<file path="config.mk">
export PLATFORM = sky130hd
export DESIGN_NAME = sipo_frame_controller
export DESIGN_NICKNAME = d
export VERILOG_FILES = /design/src/rtl/sipo_frame_controller_pkg.sv /design/src/rtl/sipo_shift_en.sv /design/src/rtl/sipo_frame_controller.sv
export SDC_FILE = /design/constraint.sdc
export NUM_CORES = 1
export LEC_CHECK = 0
export ABC_AREA = 1
export BUFFER_PORTS_ARGS = -buffer_cell sky130_fd_sc_hd__buf_2
export CORE_ASPECT_RATIO = 0.9
export CORE_UTILIZATION = 52
export DETAILED_ROUTE_END_ITERATION = 6
export PLACE_DENSITY_LB_ADDON = 0.12
export SLEW_MARGIN = 20
export SYNTH_ARGS = -nofsm -noshare
export SYNTH_HDL_FRONTEND = slang
export SYNTH_HIERARCHICAL = 1
export SYNTH_SLANG_ARGS = --single-unit
</file>
<file path="constraint.sdc">
create_clock -name clock -period 1.4 [get_ports clock]
set_clock_uncertainty 0.1 [all_clocks]
set_input_delay 0.21 -clock clock [delete_from_list [all_inputs] [get_ports clock]]
set_output_delay 0.21 -clock clock [all_outputs]
set_load 0.03 [all_outputs]
</file>
<file path="src/rtl/sipo_frame_controller_pkg.sv">
// Shared definitions for the serial frame receiver: state encodings, frame length and
// the parity helper used when a parity bit follows the data bits.
package sipo_frame_controller_pkg;

  localparam int unsigned DATA_BITS = 8;

  typedef enum logic [2:0] {
    ST_IDLE   = 3'd0,
    ST_START  = 3'd1,
    ST_DATA   = 3'd2,
    ST_PARITY = 3'd3,
    ST_STOP   = 3'd4
  } state_e;

  // Parity bit the transmitter must send for this byte.
  function automatic logic parity_expected(input logic [DATA_BITS-1:0] data, input logic odd);
    return (^data) ^ odd;
  endfunction

endpackage

</file>
<file path="src/rtl/sipo_shift_en.sv">
// Serial-in/parallel-out register: on shift_en, shifts right with the new bit entering the MSB,
// so an LSB-first stream ends up in natural bit order.
module sipo_shift_en
  import sipo_frame_controller_pkg::*;
(
  input  logic                 clock,
  input  logic                 reset,
  input  logic                 shift_en,
  input  logic                 bit_in,
  output logic [DATA_BITS-1:0] data
);

  logic [DATA_BITS-1:0] data_q;

  always_ff @(posedge clock or posedge reset) begin
    if (reset) begin
      data_q <= '0;
    end else if (shift_en) begin
      data_q <= {bit_in, data_q[DATA_BITS-1:1]};
    end
  end

  assign data = data_q;

endmodule

</file>
<file path="src/rtl/sipo_frame_controller.sv">
// Receives one serial frame (start, 8 data bits LSB first, optional parity, stop) and hands
// the byte to the decoder on a valid/ready handshake, flagging framing/parity/overrun faults.
module sipo_frame_controller
  import sipo_frame_controller_pkg::*;
#(
  parameter int unsigned CLKS_PER_BIT = 4,
  parameter int unsigned PARITY_EN    = 0,
  parameter int unsigned PARITY_ODD   = 0
) (
  input  logic                 clock,
  input  logic                 reset,
  input  logic                 serialIn,
  output logic [DATA_BITS-1:0] dataOut,
  output logic                 dataValid,
  input  logic                 dataReady,
  output logic                 busy,
  output logic                 frameError,
  output logic                 parityError,
  output logic                 overrun
);

  localparam int unsigned CntW = (CLKS_PER_BIT > 1) ? $clog2(CLKS_PER_BIT) : 1;
  localparam int unsigned BitW = $clog2(DATA_BITS);
  localparam logic [CntW-1:0] SampleMid = CntW'(CLKS_PER_BIT / 2 - 1);
  localparam logic [CntW-1:0] SampleEnd = CntW'(CLKS_PER_BIT - 1);
  localparam logic [BitW-1:0] LastBit   = BitW'(DATA_BITS - 1);

  state_e               state_q, state_d;
  logic [CntW-1:0]      clk_cnt_q, clk_cnt_d;
  logic [BitW-1:0]      bit_cnt_q, bit_cnt_d;
  logic                 parity_bad_q, parity_bad_d;
  logic [1:0]           sync_q;
  logic [1:0]           fill_q;
  logic                 line_high_q;
  logic                 line;
  logic                 fall;
  logic                 shift_en;
  logic                 stop_sample;
  logic [DATA_BITS-1:0] sipo_data;
  logic [DATA_BITS-1:0] data_out_q;
  logic                 data_valid_q;
  logic                 frame_err_q;
  logic                 parity_err_q;
  logic                 overrun_q;
  logic                 frame_ok;
  logic                 accept;
  logic                 load;

  // fill_q marks when the synchroniser holds real samples rather than its reset value, so a
  // line already low when reset is released is not mistaken for a start edge.
  always_ff @(posedge clock or posedge reset) begin
    if (reset) begin
      sync_q      <= 2'b11;
      fill_q      <= 2'b00;
      line_high_q <= 1'b0;
    end else begin
      sync_q      <= {sync_q[0], serialIn};
      fill_q      <= {fill_q[0], 1'b1};
      line_high_q <= fill_q[1] & line;
    end
  end

  assign line = sync_q[1];
  assign fall = line_high_q & ~line;

  always_ff @(posedge clock or posedge reset) begin
    if (reset) begin
      state_q      <= ST_IDLE;
      clk_cnt_q    <= '0;
      bit_cnt_q    <= '0;
      parity_bad_q <= 1'b0;
    end else begin
      state_q      <= state_d;
      clk_cnt_q    <= clk_cnt_d;
      bit_cnt_q    <= bit_cnt_d;
      parity_bad_q <= parity_bad_d;
    end
  end

  always_comb begin
    state_d      = state_q;
    clk_cnt_d    = clk_cnt_q + CntW'(1);
    bit_cnt_d    = bit_cnt_q;
    parity_bad_d = parity_bad_q;
    shift_en     = 1'b0;
    stop_sample  = 1'b0;
    unique case (state_q)
      ST_IDLE: begin
        clk_cnt_d = '0;
        if (fall) state_d = ST_START;
      end
      ST_START: begin
        if (clk_cnt_q == SampleMid) begin
          clk_cnt_d = '0;
          if (line) begin
            state_d = ST_IDLE;
          end else begin
            state_d      = ST_DATA;
            bit_cnt_d    = '0;
            parity_bad_d = 1'b0;
          end
        end
      end
      ST_DATA: begin
        if (clk_cnt_q == SampleEnd) begin
          clk_cnt_d = '0;
          shift_en  = 1'b1;
          if (bit_cnt_q == LastBit) begin
            bit_cnt_d = '0;
            state_d   = (PARITY_EN != 0) ? ST_PARITY : ST_STOP;
          end else begin
            bit_cnt_d = bit_cnt_q + BitW'(1);
          end
        end
      end
      ST_PARITY: begin
        if (clk_cnt_q == SampleEnd) begin
          clk_cnt_d    = '0;
          parity_bad_d = line != parity_expected(sipo_data, PARITY_ODD != 0);
          state_d      = ST_STOP;
        end
      end
      ST_STOP: begin
        if (clk_cnt_q == SampleEnd) begin
          clk_cnt_d   = '0;
          stop_sample = 1'b1;
          state_d     = ST_IDLE;
        end
      end
      default: begin
        clk_cnt_d = '0;
        state_d   = ST_IDLE;
      end
    endcase
  end

  sipo_shift_en u_sipo (
    .clock    (clock),
    .reset    (reset),
    .shift_en (shift_en),
    .bit_in   (line),
    .data     (sipo_data)
  );

  // A load in the same cycle as an accept wins: the fresh byte replaces the consumed one.
  assign frame_ok = stop_sample & line & ~parity_bad_q;
  assign accept   = data_valid_q & dataReady;
  assign load     = frame_ok & (~data_valid_q | accept);

  always_ff @(posedge clock or posedge reset) begin
    if (reset) begin
      data_out_q   <= '0;
      data_valid_q <= 1'b0;
      frame_err_q  <= 1'b0;
      parity_err_q <= 1'b0;
      overrun_q    <= 1'b0;
    end else begin
      frame_err_q  <= stop_sample & ~line;
      parity_err_q <= stop_sample & line & parity_bad_q;
      overrun_q    <= frame_ok & data_valid_q & ~accept;
      if (load) begin
        data_out_q   <= sipo_data;
        data_valid_q <= 1'b1;
      end else if (accept) begin
        data_valid_q <= 1'b0;
      end
    end
  end

  assign dataOut     = data_out_q;
  assign dataValid   = data_valid_q;
  assign busy        = state_q != ST_IDLE;
  assign frameError  = frame_err_q;
  assign parityError = parity_err_q;
  assign overrun     = overrun_q;

endmodule

</file>
==> reports/qor.yml, run 1 <==
nets: 266
setup_slack_ps: -240
synth_seq_cells: 34
synth_edf_count: 0
cpMaxStageDelayCell: "dfrtp_1"
drive_gt1_share_pct: 44.6
placed_area_um2: 1880
crit_chain: "nor2_2 -> inv_2 -> nor2_4 -> inv_2 -> buf_6"
finalSetupViolCount: 27
fin_area_um2: 2240
clock_path_buffers: 2
pwr-share-seq_pct: 34.3
hpwl_um: 2250
leakagePower_nw: 1.17
violations: "negative setup slack"
start_kind: "flop"
io_pins: 17
syn2layout_area_growth_pct: 35.9
crit_path_end_kind: "output port"
pwr-share-clk_pct: 17.1
hp-class: "in -> reg"
grt_max_degree: 27
critPathBufInv: 3
ant_nets: 0
cts_tree: "done"
syn_area_um2: 1650
combPwrFrac_pct: 48.6
diodes: 0
rows: 18
dr.first_iter.drc_count: 58
die_area_um2: 3390
hold_viol: 0
via_count: 1499
numCtsBuffers: 5
power_density_nw_per_um2: 1510
synth_fp_nets: 213
start_util_pct: 57.1
yosys-top-cells-area: "dfrtp_1 (49%), nand2_1 (21%), inv_1 (5.0%), o21ai_2 (4.8%), ha_1 (3.8%)"
clock.fmax_ghz: 0.610
synthFlopType: "dfrtp_1"
place_congestion: 0.879
swShare_pct: 38.7
period_needed_ps: 1640
yosysUniqueCellTypes: 21
yosysTopAreaCellShare_pct: 48.7
crit_path_frequent_cell: "inv_2"
hold_slack_ps: 173
outcome: "finished with violations"
antenna_found_initial: 0
slew_viol_final: 0
num-fill-cells: 210
dieHeight_um: 55.4
maxCapViolCount: 0
viasPerCell: 5.03
cp_data_arrival_time_ps: 1330
syn_avg_cell_area_um2: 8.07
chipWidth_um: 61.3
p_sw_mw: 1.31
tns_ps: -3100
coreArea_um2: 2880
grt_overflow: 0
firstDrtPassIters: 4
path_class: "reg -> out"
place.port_buffers: 16
clkSinkCount: 34
synth_cells: 204
cp_top_family: "flip-flops"
routed_wl_um: 3950
clkTransAtPathRegs_ps: 110
worst-endpoint-required_ps: 1090
period_share_pct: 117
slowest_delay_ps: 440
dp_worst_setup_slack_ps: -130
synth.largest_area_cell: "dfrtp_1"
grt_pass1_vias: 1375
root_buffer: "clkbuf_4"
grt_pass1_wl_um: 5630
drc: 0
grt_util_all_layers_pct: 22.8
yosysMostFrequentCell: "nand2_1"
synth_warnings: 6
clock_latency_ps: 350
synthTopCellsByCount: "nand2_1 (90), dfrtp_1 (32), inv_1 (22)"
ir_drop_mv: 1.07
async_flop_share_pct: 100
seq_area_frac_synth_pct: 51.9
p_int_mw: 2.07
path_max_fanout: 2
final_util_pct: 77.6
wl_per_cell_um: 13.2
htreeDepth: 2
rsz0062_at_grt: "yes"
[worst register-to-register path, stage by stage, from the launching register on]
cell     delay (ps)
dfrtp_1         440
nor2_2          140
inv_2            80
nor2_4           90
nand3_2         110
nor2_4          200
nand2_4         130
nand2_2         110
o21ai_2          50
[repair_timing]
action                                  4_1_cts  5_1_grt
setup buffers                                 3        9
endpoints found under the hold margin        33        0
pin swaps                                    14       15
resized for setup                            29       32
gates cloned                                  1        0
hold buffers                                  2        0
endpoints found under the setup margin       24       28
[through the flow]
step           total power, mW  cells
2_1_floorplan             1.74    204
3_3_place_gp              2.11    275
3_5_place_dp              2.14    275
4_1_cts                   2.97    289
5_1_grt                   3.53    298
6_report                  3.37    298
[placed cells by master (no fill, tap or decap), types with 3 or more instances in the layout]
master / instances
buf_4: 23
buf_6: 7
clkbuf_4: 5
nand2_4: 3
nand2_2: 12
ha_1: 3
o21ai_2: 10
inv_1: 14
buf_2: 15
nor2_1: 4
o21ai_1: 5
nand2_1: 79
nand3_1: 3
dfrtp_1: 28
dfrtp_2: 4
nor2_4: 7
inv_2: 13
nor2_2: 3
[registers in the layout, indices dropped and copies added, names as in the netlist]
signal	flops
parity_bad_q	1
dataValid	1
clk_cnt_q	2
dataOut	8
fill_q	2
overrun	1
state_q	3
bit_cnt_q	3
frameError	1
u_sipo/data	8
sync_q	2
line_high_q	1
parityError	1
[final cells by class]
class | count | area (µm²) | area share (%)
well taps | 40 | 50.0 | 2.24
inverters | 29 | 114 | 5.09
flip-flops and latches | 34 | 858 | 38.4
repair buffers | 47 | 347 | 15.5
multi-input cells | 140 | 808 | 36.2
clock buffers | 8 | 58.8 | 2.63
[cells by family (layout without fill, tap and decap cells)]
logic type / Yosys count / in the layout / share of synthesized area [%]
adders and majority gates: 5 / 5 / 3.80
DFF: 34 / 34 / 51.9
and+or+nand+nor: 116 / 117 / 28.9
AOI/OAI and AO/OA: 17 / 17 / 7.22
buffers and inverters: 31 / 84 / 7.99
other: 1 / 1 / 0.228
[power groups by stage]
stage / clock network [mW] / registers [mW] / logic [mW]
after floorplan: 0 / 1.16 / 0.575
after global placement: 0 / 1.16 / 0.954
after detailed placement: 0 / 1.17 / 0.970
after CTS: 0.576 / 1.15 / 1.24
after global routing: 0.609 / 1.17 / 1.76
final: 0.576 / 1.16 / 1.64
[metal layers]
layer,global-route usage [%],vias up,wire length (µm)
li1,-,723,-
met1,28.8,711,1650
met2,35.6,48,1940
met3,6.32,17,210
met4,10.4,0,148
met5,0,-,0
[path summary, 6_finish.rpt]
path | from | end | slack, ps | cells after the start
setup reg to reg | state_q[0]$_DFFE_PP0P_ | dataOut[4]$_DFFE_PP0P_ | -160 | 8
hold reg to reg | sync_q[0]$_DFF_PP1_ | sync_q[1]$_DFF_PP1_ | 260 | 0
setup / recovery | state_q[0]$_DFFE_PP0P_ | busy | -240 | 5
hold / removal | dataReady | overrun$_DFF_PP0_ | 170 | 4
max in group asynchronous | reset | sync_q[1]$_DFF_PP1_ | 530 | 4
min in group asynchronous | reset | u_sipo/data[5]$_DFFE_PP0P_ | 250 | 3
Power figures use the tool's default switching activity.
==> run 2, diff against run 1 <==
- CORE_UTILIZATION: 52 -> 54
- CTS_BUF_LIST: default -> sky130_fd_sc_hd__clkbuf_8
- CTS_CLUSTER_DIAMETER: default -> 200
==> reports/qor.yml, run 2 (synthesis gave the netlist of run 1 again) <==
slew_viol_final: 0
hpwl_um: 2270
clkTransAtPathRegs_ps: 60
ant_nets: 0
setup_slack_ps: -186
viasPerCell: 4.86
root_buffer: "clkbuf_8"
finalSetupViolCount: 29
hp-class: "in -> reg"
crit_path_end_kind: "flop"
place.port_buffers: 16
ff2ff_setup_slack_ps: -190
firstDrtPassIters: 4
r2r_start: "state_q[1]$_DFFE_PP0P_"
drc: 0
rr_endpoint: "dataOut[2]$_DFFE_PP0P_"
nets: 262
htreeDepth: 2
grt_util_all_layers_pct: 24.7
leakagePower_nw: 1.17
grt_overflow: 0
power_density_nw_per_um2: 1550
dieHeight_um: 54.4
cts_tree: "done"
grt_pass1_wl_um: 5510
tns_ps: -2980
antenna_found_initial: 0
clock_latency_ps: 290
cp_data_arrival_time_ps: 1660
syn2layout_area_growth_pct: 35.2
diodes: 0
clock_path_buffers: 2
wl_per_cell_um: 12.7
place_congestion: 0.902
period_needed_ps: 1590
final_cell_mix: "nand2_1 (78), dfrtp_1 (27), buf_4 (20)"
wl_met2_um: 1880
startpoint: "state_q[1]$_DFFE_PP0P_"
ir_drop_mv: 1.43
start_util_pct: 58.4
clock.fmax_ghz: 0.631
wl_met1_um: 1580
numCtsBuffers: 5
io_pins: 17
rsz0062_at_grt: "yes"
path_class: "reg -> reg"
start_kind: "flop"
dr.first_iter.drc_count: 36
wl_met3_um: 161
crit_end: "dataOut[2]$_DFFE_PP0P_"
hold_viol: 0
grt_pass1_vias: 1262
grt_max_degree: 27
via_count: 1430
final_common_cell: "nand2_1"
routed_wl_um: 3740
maxCapViolCount: 0
violations: "negative setup slack"
rows: 18
die_area_um2: 3270
clkSinkCount: 34
drive_gt1_share_pct: 44.9
period_share_pct: 113
chipWidth_um: 60.2
outcome: "finished with violations"
coreArea_um2: 2820
worst-endpoint-required_ps: 1480
path_max_fanout: 8
whs_path_depth: 4
reg2reg_depth: 8
dp_worst_setup_slack_ps: -163
top_layer_used: "met4"
run 2: cell count changes in the layout (fill, tap and decap cells not counted), moves of 2 or more:
cell and change:
clkbuf_4 -5, clkbuf_8 +5, buf_4 -3, clkbuf_1 -2, inv_2 +2, inv_4 -2, nand3_2 +2, nand3_4 -2
run 2: repair_timing:
action | CTS | global route
gates resized for setup | 32 | 27
hold buffers | 2 | 0
setup buffers | 3 | 6
endpoints found under the hold margin | 33 | 0
pin swaps | 9 | 7
gates cloned | 1 | 0
endpoints found under the setup margin | 25 | 29
run 2: layout make-up:
type	count	area [µm²]
Clock buffer	6	82.6
Tap cell	40	50.0
Fill cell	173	591
Multi-Input combinational cell	140	802
Timing Repair Buffer	43	313
Clock inverter	2	8.76
Inverter	29	109
Sequential cell	34	860
run 2: worst min-delay path by stage:
| stage | slack [ps] | to | from |
|---|---|---|---|
| floorplan | -70 | u_sipo/data[0]$_DFFE_PP0P_ | reset |
| global placement | 70 | u_sipo/data[5]$_DFFE_PP0P_ | reset |
| detailed placement | 80 | u_sipo/data[5]$_DFFE_PP0P_ | reset |
| CTS | 240 | overrun$_DFF_PP0_ | dataReady |
| global route | 270 | sync_q[1]$_DFF_PP1_ | sync_q[0]$_DFF_PP1_ |
| finish | 250 | overrun$_DFF_PP0_ | dataReady |
run 2: metal layers:
metal | up-vias | track usage (%)
met3 | 12 | 8.98
met5 | - | 0
li1 | 715 | -
met1 | 672 | 28.7
met4 | 0 | 12.4
met2 | 31 | 40.3
run 2: through the flow:
stage	total power, mW	hold slack [ps]	instances	utilization (%)	area, µm²
after floorplan	1.74	-74.3	204	-	1650
after global routing	3.61	268	294	79.0	2220
final	3.45	254	294	79.0	2220
after CTS	3.18	239	288	75.2	2120
after global placement	2.12	69.3	274	66.5	1870
after detailed placement	2.16	76.4	274	66.5	1870
run 2: power by group:
part	internal (mW)	total [mW]	switching (mW)	leakage [nW]
clock	0.389	0.726	0.337	0.0524
sequential	1.08	1.17	0.0928	0.450
combinational	0.713	1.55	0.839	0.669
run 2: worst max-delay path: stages (launching register included):
cell and delay (ps):
dfrtp_1 420, nor2_2 170, inv_2 80, nor2_4 110
nand3_2 120, nor2_4 190, nand2_4 140, nand2_2 100
o21ai_2 50
